==> config.mk <==
export PLATFORM = sky130hd
export DESIGN_NAME = vend_controller
export DESIGN_NICKNAME = d
export VERILOG_FILES = /design/src/rtl/vend_controller.sv
export SDC_FILE = /design/constraint.sdc
export NUM_CORES = 1
export LEC_CHECK = 0
export CAP_MARGIN = 0
export CORE_ASPECT_RATIO = 0.7
export CORE_MARGIN = 2
export CORE_UTILIZATION = 47
export DETAILED_ROUTE_END_ITERATION = 10
export PLACE_DENSITY_LB_ADDON = 0.05
export SYNTH_ARGS = -nofsm -noshare
export SYNTH_HDL_FRONTEND = slang
export SYNTH_SLANG_ARGS = --single-unit
==> constraint.sdc <==
create_clock -name clk -period 4.79 [get_ports clk]
set_clock_uncertainty 0.05 [all_clocks]
set_input_delay 0.958 -clock clk [delete_from_list [all_inputs] [get_ports clk]]
set_output_delay 0.958 -clock clk [all_outputs]
set_load 0.02 [all_outputs]
==> src/rtl/vend_controller.sv <==
// Priced multi-product vending transaction controller: coin credit, select arbitration,
// dispenser valid/done handshake and nickel change train. Optional watchdog: VEND_TIMEOUT_EN.
module vend_controller #(
  parameter int unsigned NUM_PRODUCTS = 4,
  parameter int unsigned PRICE        = 3,
  parameter int unsigned MAX_CREDIT   = 20,
  parameter int unsigned TIMEOUT      = 255
) (
  input  logic                              clk,
  input  logic                              reset,
  input  logic                              nickel,
  input  logic                              dime,
  input  logic                              cancel,
  input  logic [NUM_PRODUCTS-1:0]           sel,
  input  logic                              disp_done,
  output logic                              disp_valid,
  output logic [$clog2(NUM_PRODUCTS)-1:0]   disp_sel,
  output logic                              change_nickel,
  output logic [$clog2(MAX_CREDIT+1)-1:0]   credit,
  output logic                              coin_reject,
  output logic                              insufficient,
  output logic                              busy,
  output logic                              fault
);

  localparam int unsigned CW = $clog2(MAX_CREDIT + 1);
  localparam int unsigned SW = $clog2(NUM_PRODUCTS);
  localparam logic [CW:0]   PriceX = (CW+1)'(PRICE);
  localparam logic [CW:0]   MaxX   = (CW+1)'(MAX_CREDIT);
  localparam logic [CW-1:0] PriceC = CW'(PRICE);
  localparam logic [CW-1:0] One    = CW'(1);

  // StRelease is the cycle after disp_done (or watchdog abort) before change or idle.
  typedef enum logic [2:0] {StIdle, StCredit, StDispense, StRelease, StChange} state_e;

  state_e          state_q, state_d;
  logic [CW-1:0]   credit_q, credit_d;
  logic [SW-1:0]   disp_sel_q, disp_sel_d;
  logic            disp_valid_q, disp_valid_d;
  logic            change_q, change_d;
  logic            reject_q, reject_d;
  logic            insuf_q, insuf_d;
  logic            busy_q, busy_d;
  logic            fault_q, fault_d;

  logic [CW:0]     coin_add, coin_sum;
  logic            coin_in, coin_ok, price_ok, timeout_hit;
  logic [CW-1:0]   credit_acc;
  logic [SW-1:0]   sel_idx;

`ifdef VEND_TIMEOUT_EN
  localparam int unsigned TW = $clog2(TIMEOUT + 1);
  logic [TW-1:0] timer_q;

  assign timeout_hit = (timer_q == TW'(TIMEOUT - 1));

  // Holds zero outside DISPENSE, so it is clear on every entry.
  always_ff @(posedge clk) begin
    if (reset || state_q != StDispense) timer_q <= '0;
    else                                timer_q <= timer_q + TW'(1);
  end
`else
  logic unused_timeout;
  assign timeout_hit    = 1'b0;
  assign unused_timeout = ^TIMEOUT;
`endif

  // Fixed priority: lowest pressed index wins.
  always_comb begin
    sel_idx = '0;
    for (int i = NUM_PRODUCTS - 1; i >= 0; i--) begin
      if (sel[i]) sel_idx = SW'(i);
    end
  end

  // A simultaneous nickel+dime processes only the dime.
  always_comb begin
    coin_add   = dime ? (CW+1)'(2) : (nickel ? (CW+1)'(1) : '0);
    coin_in    = nickel | dime;
    coin_sum   = {1'b0, credit_q} + coin_add;
    coin_ok    = coin_in && (coin_sum <= MaxX);
    credit_acc = coin_ok ? coin_sum[CW-1:0] : credit_q;
    price_ok   = ({1'b0, credit_q} >= PriceX);
  end

  always_comb begin
    state_d      = state_q;
    credit_d     = credit_q;
    disp_sel_d   = disp_sel_q;
    disp_valid_d = 1'b0;
    change_d     = 1'b0;
    reject_d     = 1'b0;
    insuf_d      = 1'b0;
    fault_d      = 1'b0;

    unique case (state_q)
      StIdle, StCredit: begin
        reject_d = (nickel && dime) || (coin_in && !coin_ok);
        credit_d = credit_acc;
        if (coin_ok) state_d = StCredit;
        if (state_q == StCredit && cancel) begin
          // First refund nickel goes out on the same edge that enters CHANGE.
          change_d = 1'b1;
          credit_d = credit_acc - One;
          state_d  = (credit_acc == One) ? StIdle : StChange;
        end else if (|sel) begin
          if (price_ok) begin
            state_d      = StDispense;
            credit_d     = credit_acc - PriceC;
            disp_valid_d = 1'b1;
            disp_sel_d   = sel_idx;
          end else begin
            insuf_d = 1'b1;
          end
        end
      end
      StDispense: begin
        reject_d     = coin_in;
        disp_valid_d = 1'b1;
        if (disp_done) begin
          disp_valid_d = 1'b0;
          state_d      = StRelease;
        end else if (timeout_hit) begin
          disp_valid_d = 1'b0;
          fault_d      = 1'b1;
          credit_d     = credit_q + PriceC;
          state_d      = StRelease;
        end
      end
      StRelease: begin
        reject_d = coin_in;
        if (credit_q == '0) begin
          state_d = StIdle;
        end else begin
          change_d = 1'b1;
          credit_d = credit_q - One;
          state_d  = (credit_q == One) ? StIdle : StChange;
        end
      end
      StChange: begin
        reject_d = coin_in;
        change_d = 1'b1;
        credit_d = credit_q - One;
        state_d  = (credit_q == One) ? StIdle : StChange;
      end
      default: state_d = StIdle;
    endcase

    busy_d = (state_d == StDispense) || (state_d == StRelease) || (state_d == StChange);
  end

  always_ff @(posedge clk) begin
    if (reset) begin
      state_q      <= StIdle;
      credit_q     <= '0;
      disp_sel_q   <= '0;
      disp_valid_q <= 1'b0;
      change_q     <= 1'b0;
      reject_q     <= 1'b0;
      insuf_q      <= 1'b0;
      busy_q       <= 1'b0;
      fault_q      <= 1'b0;
    end else begin
      state_q      <= state_d;
      credit_q     <= credit_d;
      disp_sel_q   <= disp_sel_d;
      disp_valid_q <= disp_valid_d;
      change_q     <= change_d;
      reject_q     <= reject_d;
      insuf_q      <= insuf_d;
      busy_q       <= busy_d;
      fault_q      <= fault_d;
    end
  end

  assign disp_valid    = disp_valid_q;
  assign disp_sel      = disp_sel_q;
  assign change_nickel = change_q;
  assign credit        = credit_q;
  assign coin_reject   = reject_q;
  assign insufficient  = insuf_q;
  assign busy          = busy_q;
  assign fault         = fault_q;

endmodule

# Word-level counts from Yosys, hierarchy flattened
# Cells that the tools add are included.
op_classes:
  n_addsub: 4
  magnitude_cmp: 2
  n_eq_ne: 10
  mux: 31
  n_bitwise: 4
  reduce_logical: 17
op_table:
  columns: ["cell", "count"]
  rows:
  - ["$mux 5", 5]
  - ["$mux 3", 8]
  - ["$pmux 5 s3", 1]
  - ["$eq 3x2->1 const B", 4]
  - ["$pmux 3 s4", 1]
  - ["$eq 5x1->1 const B", 2]
  - ["$mux 2", 5]
  - ["$sub 5x1->5 const B", 2]
  - ["$mux 1", 8]
  - ["$reduce_or 4->1", 2]
  - ["$add 5x2->6", 1]
  - ["$eq 3x3->1 const B", 2]
  - ["$le 6x5->1 const B", 1]
  - ["$ge 5x2->1 const B", 1]
  - ["$logic_not 5->1", 1]
  - ["$sub 5x2->5 const B", 1]
  - ["$logic_and 1x1->1", 4]
  - ["$pmux 1 s2", 2]
  - ["$reduce_and 4->1", 1]
  - ["$eq 3x1->1 const B", 1]
  - ["$logic_not 3->1", 1]
  - ["$logic_or 1x1->1", 3]
  - ["$not 1->1", 3]
  - ["$pmux 1 s3", 1]
  - ["7 further kinds", 7]
word_totals:
  regBits: 15
  inputBits: 10
  out_inout_bits: 13
  word_cells: 76

# Logic depth before layout (Yosys ltp)
logic_depth:
  word_depth: 13
  depth_mapped: 15
  ltp_nobuf: 15

# Worst setup path after synthesis
# No wires, ideal clock.
synth_path:
  kind: "in2reg"
  from: "input port nickel"
  to: "register credit_q[2] (netlist: credit[2])"
  setup_time_ns: 0.123
  arrival_ns: 3.726
  t_required_ns: 4.617
  slack_ns: 0.891
  cell_stages: 14
  path_buffers: 0
  path_cell_list: "nor2b_1 ha_1 inv_1 fa_1 nand4bb_1 mux2_2 o211ai_2 mux2i_1 inv_1 ha_1 o41a_1 mux2i_1 a21oi_1 mux2_1"
synth_between:
  elab_chain_len: 11
  word_cells_on_any_way: 13
  cone_classes: "3 x add/sub; 1 x order compare; 7 x mux; 1 x bitwise; 1 x reduce/logical"
synth_lines:
  columns: ["element", "line", "source"]
  rows:
  - ["start: declaration", "11", "input logic nickel,"]
  - ["$mux 1", "78", "coin_add = dime ? (CW+1)'(2) : (nickel ? (CW+1)'(1) : '0);"]
  - ["$mux 2", "78", null]
  - ["$add 5x2->6", "80", "coin_sum = {1'b0, credit_q} + coin_add;"]
  - ["$le 6x5->1", "81", "coin_ok = coin_in && (coin_sum <= MaxX);"]
  - ["$logic_and 1x1->1", "81", null]
  - ["$mux 5 (*)", "82", "credit_acc = coin_ok ? coin_sum[CW-1:0] : credit_q;"]
  - ["$sub 5x2->5", "109", "credit_d = credit_acc - PriceC;"]
  - ["$mux 5", "107", "if (price_ok) begin"]
  - ["$mux 5", "106", "end else if (|sel) begin"]
  - ["$mux 5 (*)", "101", "if (state_q == StCredit && cancel) begin"]
  - ["$pmux 5 s3 (*)", "96", "unique case (state_q)"]
  - ["end signal: assignment", "165", "credit_q <= credit_d;"]
  - ["end: declaration", "37", "logic [CW-1:0] credit_q, credit_d;"]
# Every way passes the cells marked *; elsewhere a longest branch is shown, timed or not.
# A chain may end at the register's enable or synchronous reset.

# Final worst setup path
# Same ends and word-level chain as after synthesis.

==> impl_metrics.csv <==
group,metric,value,unit
synthesis,ys_seq_area_share,23.1,%
clock_network,clockBufferDepth,2,
min_path,hold_path.class,"flip-flop to flip-flop",
sta,rsz0062_at_grt,"false",
setup_path,crit_path_end_kind,"flip-flop",
cells_and_area,drive_above_1_share,7.91,%
clock_network,htree_levels,1,
sta,maxSlewViolCount,0,
setup_path,worstPathArrival,4.53,ns
drt,drc,0,
clock_network,cts_tree,"built",
grt,grt_pass1_wl,5.45,mm
synthesis,synth_area_per_cell,8.07,um2
grt,grt_use_met3,4.94,%
setup_path,cp.required,4.88,ns
grt,grt_max_degree,18,
clock_network,cts-buffers-inserted,3,
place,post-place-ws,0.0446,ns
cells_and_area,final_nets,198,
grt,grt.total_usage,22.8,%
clock_network,clockRootBuffer,"clkbuf_8",
place,detailed_place_hpwl,2.41,mm
sta,finalSetupViolations,0,
drt,drtIter0Drc,96,
sta,tns,0,ns
min_path,min_from,"disp_sel[0]",
sta,fin_crit_sh,92.6,%
synthesis,ys.warnings.count,0,
synthesis,synth_top_cell_by_area,"dfxtp_1",
setup_path,path_class,"primary input to flip-flop",
synthesis,synth_area,1300,um2
synthesis,synthDistinctLibCells,50,
cells_and_area,final_cell_mix,"21 x clkdlybuf4s50_1, 15 x dfxtp_1, 13 x nor2_1",
sta,postLayoutSetupSlackWorst,0.355,ns
synthesis,synth_top_cell_area_share,23.1,%
grt,antenna_found_initial,0,
flow_run,drv_cap,0,
synthesis,synth_edf_count,0,
sta,holdWs,0.452,ns
sta,min_period,4.44,ns
synthesis,ys_ff_latch,15,
cells_and_area,area_growth,19.2,%
floorplanning,die_area,3210,um2
synthesis,synth_nets,181,
place,place_area,1500,um2
drt,wirelength,3.22,mm
cells_and_area,antenna_cells,0,
clock_network,cts.sinks,15,
synthesis,synthArstFlopShare,0,%
pwr,p_per_area,617,nW/um2
grt,overflow,0,
floorplanning,fp.coreArea,2550,um2
floorplanning,start_util,50.9,%
setup_path,crit_fanout,4,
floorplanning,fp.dieH,48,um
cells_and_area,postLayoutCellArea,1550,um2
synthesis,synth_ff_type,"dfxtp_1",
setup_path,start_kind,"primary input",
pwr,peakVddDrop,0.327,mV
grt,grtUsageMet1,32.3,%
status,outcome,"finished clean",
drt,vias,1222,
grt,first_global_vias,1139,
drt,firstDrtPassIters,4,
pwr,p_leak,0.637,nW
sta,timing.final.hold_violations,0,
cells_and_area,final_common_cell,"clkdlybuf4s50_1",
sta,fmax,225,MHz
setup_path,r2r_start,"credit[0]",
place,portBuffers,21,
clock_network,cts_resized,0,
drt,avgViaCountPerCell,5.79,
sta,tightest_slew,0.609,ns
sta,slew_headroom,59.1,%
setup_path,worstSetupStartpoint,"nickel",
floorplanning,fp-row-count,15,
clock_network,post_cts_buffers,0,
drt,wl_per_cell,15.3,um
clock_network,ctsHoldBuffers,0,
grt,grt-busiest-layer,"met2",
floorplanning,ios,23,
synthesis,synth_area_leaders,"dfxtp_1 23%, ha_1 8.7%, mux2i_1 6.2%, nor2_1 3.8%, a21oi_1 3.5%",
clock_network,path_clk_slew,0.07,ns
drt,ant_nets,0,
place,routabilityCongestion,0.874,
floorplanning,die_x,66.9,um
clock_network,clk_latency,0.26,ns
grt,gr-usage-met2,36.8,%
synthesis,synthCells,161,
[Yosys cell counts (3+ instances only)]
| cell | number |
|---|---|
| or2_2 | 3 |
| nor2b_1 | 3 |
| mux2i_1 | 8 |
| and3b_1 | 3 |
| dfxtp_1 | 15 |
| o21ai_0 | 7 |
| clkbuf_1 | 5 |
| nor3_1 | 7 |
| mux2_2 | 3 |
| a21oi_1 | 9 |
| nand2_1 | 10 |
| nor2_1 | 13 |
| ha_1 | 9 |
| nor4_1 | 5 |
| nand2b_1 | 4 |
| inv_1 | 11 |
| maj3_1 | 3 |
| o211ai_1 | 3 |
[report_power, final]
| part | leakage [nW] | total, mW | switching [mW] | internal [mW] |
|---|---|---|---|---|
| clock | 0.0255 | 0.109 | 0.0513 | 0.0578 |
| combinational | 0.487 | 0.599 | 0.324 | 0.275 |
| sequential | 0.124 | 0.248 | 0.0782 | 0.170 |
[final timing paths]
kind	to	slack, ns	depth (start not counted)
worst max-delay path	credit[2]	0.35	15
worst min register to register	disp_sel[0]	0.45	2
worst min-delay path	disp_sel[0]	0.45	2
worst max register to register	credit[2]	1.08	13
[area by class of cell]
cell class / instances / area (um2)
fill: 237 / 1000
multi-input combinational: 125 / 901
clock buffer: 3 / 41.3
tap: 34 / 42.5
inverter: 11 / 41.3
sequential: 15 / 300
clock inverter: 1 / 5.00
timing repair buffer: 22 / 218
[state kept, by name, summed over array words and instances, names as in the netlist]
| name | cells |
|---|---|
| state_q | 3 |
| busy | 1 |
| change_nickel | 1 |
| insufficient | 1 |
| disp_sel | 2 |
| disp_valid | 1 |
| credit | 5 |
| coin_reject | 1 |
[critical path, stage by stage]
cell and delay [ns]:
clkdlybuf4s50_1 0.51, nor2b_1 0.15, ha_1 0.20, inv_1 0.07, fa_1 0.42, nand4bb_1 0.21
mux2_2 0.31, o211ai_2 0.14, mux2i_2 0.36, inv_1 0.11, ha_1 0.22, o41a_1 0.37
mux2i_1 0.14, a21oi_1 0.06, mux2_1 0.31
[layer usage]
metal / up-vias / part of all wire [%]
met1: 559 / 49
li1: 615 / -
met5: - / 0
met3: 3 / 8.7
met2: 45 / 42
met4: 0 / 0.31
[cells by family (layout without fill, tap and decap cells)]
| family | Yosys count | after routing | share of synthesized area [%] |
|---|---|---|---|
| AO/OA/AOI/OAI | 36 | 36 | 19.1 |
| XOR/XNOR | 3 | 3 | 2.02 |
| adder cells (fa/ha/maj) | 13 | 13 | 12.5 |
| buffers and inverters | 21 | 37 | 7.89 |
| flip-flops | 15 | 15 | 23.1 |
| multiplexers | 12 | 12 | 9.62 |
| other | 1 | 1 | 0.288 |
| AND/OR/NAND/NOR | 60 | 60 | 25.5 |
[stage by stage]
step	util (%)	total power [mW]	instances
floorplan	-	0.678	161
global placement	58.7	0.830	207
detailed placement	58.7	0.835	207
CTS	60.5	0.948	211
global route	60.7	1.04	211
finish	60.7	0.956	211
No activity file was read; power rests on OpenSTA's default activity.
